[config.mk]
export PLATFORM = sky130hd
export DESIGN_NAME = alu_share_arb
export DESIGN_NICKNAME = d
export VERILOG_FILES = /design/src/rtl/alu_pkg.sv /design/src/rtl/rr_arb2.sv /design/src/rtl/alu_share_arb.sv
export SDC_FILE = /design/constraint.sdc
export NUM_CORES = 1
export LEC_CHECK = 0
export ABC_AREA = 1
export CORE_UTILIZATION = 44
export CTS_CLUSTER_DIAMETER = 40
export CTS_CLUSTER_SIZE = 14
export DETAILED_ROUTE_END_ITERATION = 6
export GPL_ROUTABILITY_DRIVEN = 1
export PLACE_DENSITY = 0.86
export SKIP_LAST_GASP = 1
export SLEW_MARGIN = 20
export SYNTH_ARGS = -nofsm -noshare
export SYNTH_HDL_FRONTEND = slang
export SYNTH_SLANG_ARGS = --single-unit
[constraint.sdc]
create_clock -name clk -period 3.8 [get_ports clk]
set_input_delay 0.76 -clock clk [delete_from_list [all_inputs] [get_ports clk]]
set_output_delay 0.76 -clock clk [all_outputs]
set_load 0.05 [all_outputs]
[src/rtl/alu_pkg.sv]
// alu_pkg: ALU widths, opcode encodings and requester ids shared by the ALU sharing block.
package alu_pkg;
    localparam int ALU_W   = 16;
    localparam int ALU_OPW = 4;
    localparam logic [3:0] OP_ADD    = 4'b0000;
    localparam logic [3:0] OP_SUB    = 4'b0001;
    localparam logic [3:0] OP_AND    = 4'b0010;
    localparam logic [3:0] OP_OR     = 4'b0011;
    localparam logic [3:0] OP_XOR    = 4'b0100;
    localparam logic [3:0] OP_SHL    = 4'b0101;
    localparam logic [3:0] OP_SHR    = 4'b0110;
    localparam logic [3:0] OP_PADDSB = 4'b0111;
    localparam logic REQ_EXE = 1'b0;
    localparam logic REQ_AUX = 1'b1;
endpackage

[src/rtl/rr_arb2.sv]
// rr_arb2: two-way round-robin arbiter; rr_ptr names the requester favoured on a tie.
module rr_arb2 (
    input  logic       clk,
    input  logic       rst,
    input  logic [1:0] req,
    input  logic       en,
    output logic [1:0] gnt
);
    logic rr_ptr;
    always_comb begin
        gnt = 2'b00;
        if (en && !rst) gnt = (req == 2'b11) ? (rr_ptr ? 2'b10 : 2'b01) : req;
    end
    always_ff @(posedge clk) begin
        if (rst) rr_ptr <= 1'b0;
        else if (|gnt) rr_ptr <= ~gnt[1];
    end
endmodule

[src/rtl/alu_share_arb.sv]
// alu_share_arb: round-robin sharing of one combinational ALU between two requesters,
// with an exec register feeding the ALU and a result register behind a valid/ready handshake.
module alu_share_arb
    import alu_pkg::*;
#(
    parameter int WIDTH = ALU_W,
    parameter int OPW   = ALU_OPW
) (
    input  logic             clk,
    input  logic             rst,
    input  logic             req0,
    input  logic [OPW-1:0]   op0,
    input  logic [WIDTH-1:0] a0,
    input  logic [WIDTH-1:0] b0,
    input  logic             req1,
    input  logic [OPW-1:0]   op1,
    input  logic [WIDTH-1:0] a1,
    input  logic [WIDTH-1:0] b1,
    output logic             gnt0,
    output logic             gnt1,
    output logic [OPW-1:0]   alu_op,
    output logic [WIDTH-1:0] alu_a,
    output logic [WIDTH-1:0] alu_b,
    input  logic [WIDTH-1:0] alu_out,
    output logic             rsp_valid,
    output logic             rsp_id,
    output logic [WIDTH-1:0] rsp_data,
    input  logic             rsp_ready
);
    logic             e_valid, e_id;
    logic [OPW-1:0]   e_op;
    logic [WIDTH-1:0] e_a, e_b;
    logic             adv_r, adv_e;
    logic [1:0]       gnt;

    assign adv_r = !rsp_valid || rsp_ready;
    assign adv_e = !e_valid || adv_r;

    rr_arb2 u_arb (
        .clk(clk),
        .rst(rst),
        .req({req1, req0}),
        .en (adv_e),
        .gnt(gnt)
    );

    assign gnt0   = gnt[0];
    assign gnt1   = gnt[1];
    // The ALU sees the exec register directly, so its output is stable for the whole exec cycle.
    assign alu_op = e_op;
    assign alu_a  = e_a;
    assign alu_b  = e_b;

    always_ff @(posedge clk) begin
        if (rst) begin
            e_valid   <= 1'b0;
            e_id      <= REQ_EXE;
            e_op      <= '0;
            e_a       <= '0;
            e_b       <= '0;
            rsp_valid <= 1'b0;
            rsp_id    <= REQ_EXE;
            rsp_data  <= '0;
        end else begin
            if (|gnt) begin
                e_valid <= 1'b1;
                e_id    <= gnt[1] ? REQ_AUX : REQ_EXE;
                e_op    <= gnt[1] ? op1 : op0;
                e_a     <= gnt[1] ? a1 : a0;
                e_b     <= gnt[1] ? b1 : b0;
            end else if (adv_e) begin
                e_valid <= 1'b0;
            end
            if (adv_r) begin
                rsp_valid <= e_valid;
                rsp_id    <= e_id;
                rsp_data  <= alu_out;
            end
        end
    end
endmodule
==> results.py <==
metrics = {
    "logic_synthesis": {
        "synthCells": 489,
        "synthTopCellsByArea": "dfxtp_1 37%, nand2_1 14%, nor2_1 13%",
        "synth_nets": 582,
        "ys_seq_area_frac": 0.3704,
        "yosysMostFrequentCell": "nand2_1",
        "synth_top_area_frac": 0.3704,
        "synth_ff_type": "dfxtp_1",
        "yosysWarnings": 0,
        "synth_edf_count": 0,
        "async_flop_share": 0,
        "synth_top_area_cell": "dfxtp_1",
        "syn_area_mm2": 0.003080,
        "ys_ff_latch": 57,
        "syn_avg_cell_area_um2": 6.299,
        "synth_common_cells": "114 x nand2_1, 110 x nor2_1, 75 x inv_1, 57 x dfxtp_1",
        "yosysUniqueCellTypes": 19,
    },
    "timing": {
        "final.period_utilization": 0.7388,
        "fin_skew_ns": 0.007625,
        "min_period_ns": 2.808,
        "fmax_ghz": 0.3562,
        "relSlewSlack": 0.4414,
        "finalSetupTns_ns": 0,
        "rsz0062_at_grt": "no",
        "finalMaxSlewViolations": 0,
        "hold_viol": 0,
        "setup_viol": 0,
        "tightest_slew_ns": 0.8379,
    },
    "worst_hold_path": {
        "hp-class": "register to register",
        "min_from": "e_valid",
        "min_delay_path_depth": 2,
    },
    "clock_tree": {
        "cts_tree": "built",
        "clock_path_buffers": 2,
        "clkTransAtPathRegs_ns": 0.06,
        "htreeDepth": 3,
        "root_buffer": "clkbuf_8",
        "cts_hold_buf": 0,
        "ctsResizeCount": 0,
        "worstSkewPairLatency_ns": 0.32,
        "cts_post_setup_buffers_inserted": 0,
        "cts_buffers": 9,
        "cts_sinks": 57,
    },
    "detailed_routing": {
        "postRouteAntennaNets": 0,
        "dr.first_iter.drc_count": 153,
        "drc_errors": 0,
        "vias": 3387,
        "viasPerCell": 4.691,
        "post_drt_wl_per_cell_um": 11.87,
        "dr.pass1.iters": 4,
        "wl_mm": 8.567,
    },
    "floorplan": {
        "rows": 30,
        "die_w_um": 85.67,
        "fp.dieH_um": 85.67,
        "ioPinCount": 149,
        "die_area_mm2": 0.007339,
        "coreArea_mm2": 0.006794,
        "initial_utilization": 0.4534,
    },
    "power_and_ir_drop": {
        "p_total_uw": 1776,
        "power_density_mw_per_mm2": 372.4,
        "ir_drop_v": 0.0002765,
        "p_leak_uw": 0.002219,
    },
    "setup_path": {
        "endpoint_kind": "primary output",
        "cp_data_required_time_ns": 3.04,
        "critPathLaunchType": "primary input",
        "ff2ff_path_depth": 4,
        "r2r_start": "rsp_valid",
        "cp_data_arrival_time_ns": 2.05,
        "cp_max_fo": 3,
        "worst_setup_path_startpoint": "req0",
        "critical_path_class": "primary input to primary output",
    },
    "run": {
        "drv_cap": 0,
    },
    "layout": {
        "stdcell_count": 722,
        "final_util": 0.7020,
        "layout.area.seq_mm2": 0.001141,
        "num_antenna_cells": 0,
        "drive_gt1_frac": 0.04473,
        "finalInstanceArea_mm2": 0.004770,
        "nFillCells": 550,
        "syn2layout_area_growth_pct": 54.83,
        "multi_input_area_mm2": 0.001481,
        "nets": 714,
    },
    "global_route": {
        "grt_max_degree": 90,
        "grt_pass1_vias": 3111,
        "overflow": 0,
        "grt_antenna_before_repair": 0,
        "grt_pass1_wl_mm": 13.86,
        "grt.total_usage": 0.2377,
    },
    "placement": {
        "hpwlAfterDp_mm": 5.740,
        "placedCellCount": 706,
        "gp_congestion": 0.7695,
        "io_buffers": 148,
        "dpl_cell_area_mm2": 0.004573,
    },
    "outcome": {
        "outcome": "complete, no violations",
    },
}
-- critical path, cell delays in order --
cell and delay (ns):
clkdlybuf4s50_1 0.55, a21boi_1 0.32, nand2_1 0.15, inv_1 0.08, buf_4 0.19
-- final cells by class --
class,count,share of cell area
Tap cell,96,0.02518
Sequential cell,57,0.2392
Timing Repair Buffer,154,0.3216
Clock inverter,5,0.01154
Clock buffer,11,0.02964
Inverter,79,0.06217
Multi-Input combinational cell,320,0.3106
-- worst paths after layout --
| path | to | slack [ns] |
|---|---|---|
| setup / recovery | gnt0 | 0.99 |
| hold / removal | rsp_valid | 0.50 |
| setup reg to reg | rsp_data[0] | 2.05 |
| hold reg to reg | rsp_valid | 0.50 |
-- stage by stage --
step	worst slack (ns)	hold WS, ns
after detailed placement	1.002	0.4908
after CTS	0.9970	0.5030
final	0.9925	0.5049
after floorplan	1.112	0.4412
after global placement	1.049	0.4762
after global routing	0.9216	0.5257
-- report_power, final --
part | switching [uW] | leakage [uW] | internal (uW)
Combinational | 325 | 0.00165 | 228
Sequential | 24.1 | 0.000472 | 645
Clock | 235 | 0.0000953 | 318
-- sequential cells by signal (all words and copies together) (netlist names) --
signal	flops
alu_a	16
alu_b	16
e_id	1
u_arb.rr_ptr	1
rsp_data	16
e_valid	1
rsp_valid	1
alu_op	4
rsp_id	1
-- cell families (layout without fill, tap and decap cells) --
kind of cell    after synthesis  count (layout)  share of synthesized area
compound gates               59              59                     0.1296
buf+inv                     112             249                     0.1523
flops                        57              57                     0.3704
simple gates                261             261                     0.3477
-- cells in the final DEF, fill, tap and decap left out --
| master | n |
|---|---|
| a21oi_1 | 3 |
| a21boi_1 | 1 |
| dfxtp_1 | 57 |
| bufinv_16 | 1 |
| o21ai_0 | 17 |
| buf_12 | 1 |
| clkdlybuf4s50_1 | 146 |
| inv_2 | 3 |
| clkbuf_8 | 10 |
| nor2_1 | 110 |
| inv_1 | 75 |
| buf_4 | 7 |
| a21oi_4 | 1 |
| clkinv_2 | 2 |
| o21bai_1 | 36 |
| nand2_1 | 114 |
| nand3_1 | 1 |
| nand4_1 | 36 |
| clkinvlp_4 | 2 |
| clkbuf_1 | 1 |
| o21ai_4 | 1 |
| clkinv_1 | 1 |
-- routing by layer --
metal  vias up  share of wire  GRT usage
li1       1761              -          -
met1      1488           0.39     0.2567
met2       128           0.49     0.4044
met3        10           0.10     0.1203
met4         0          0.015    0.07879
met5         -              0          0
Power figures use the tool's default switching activity.
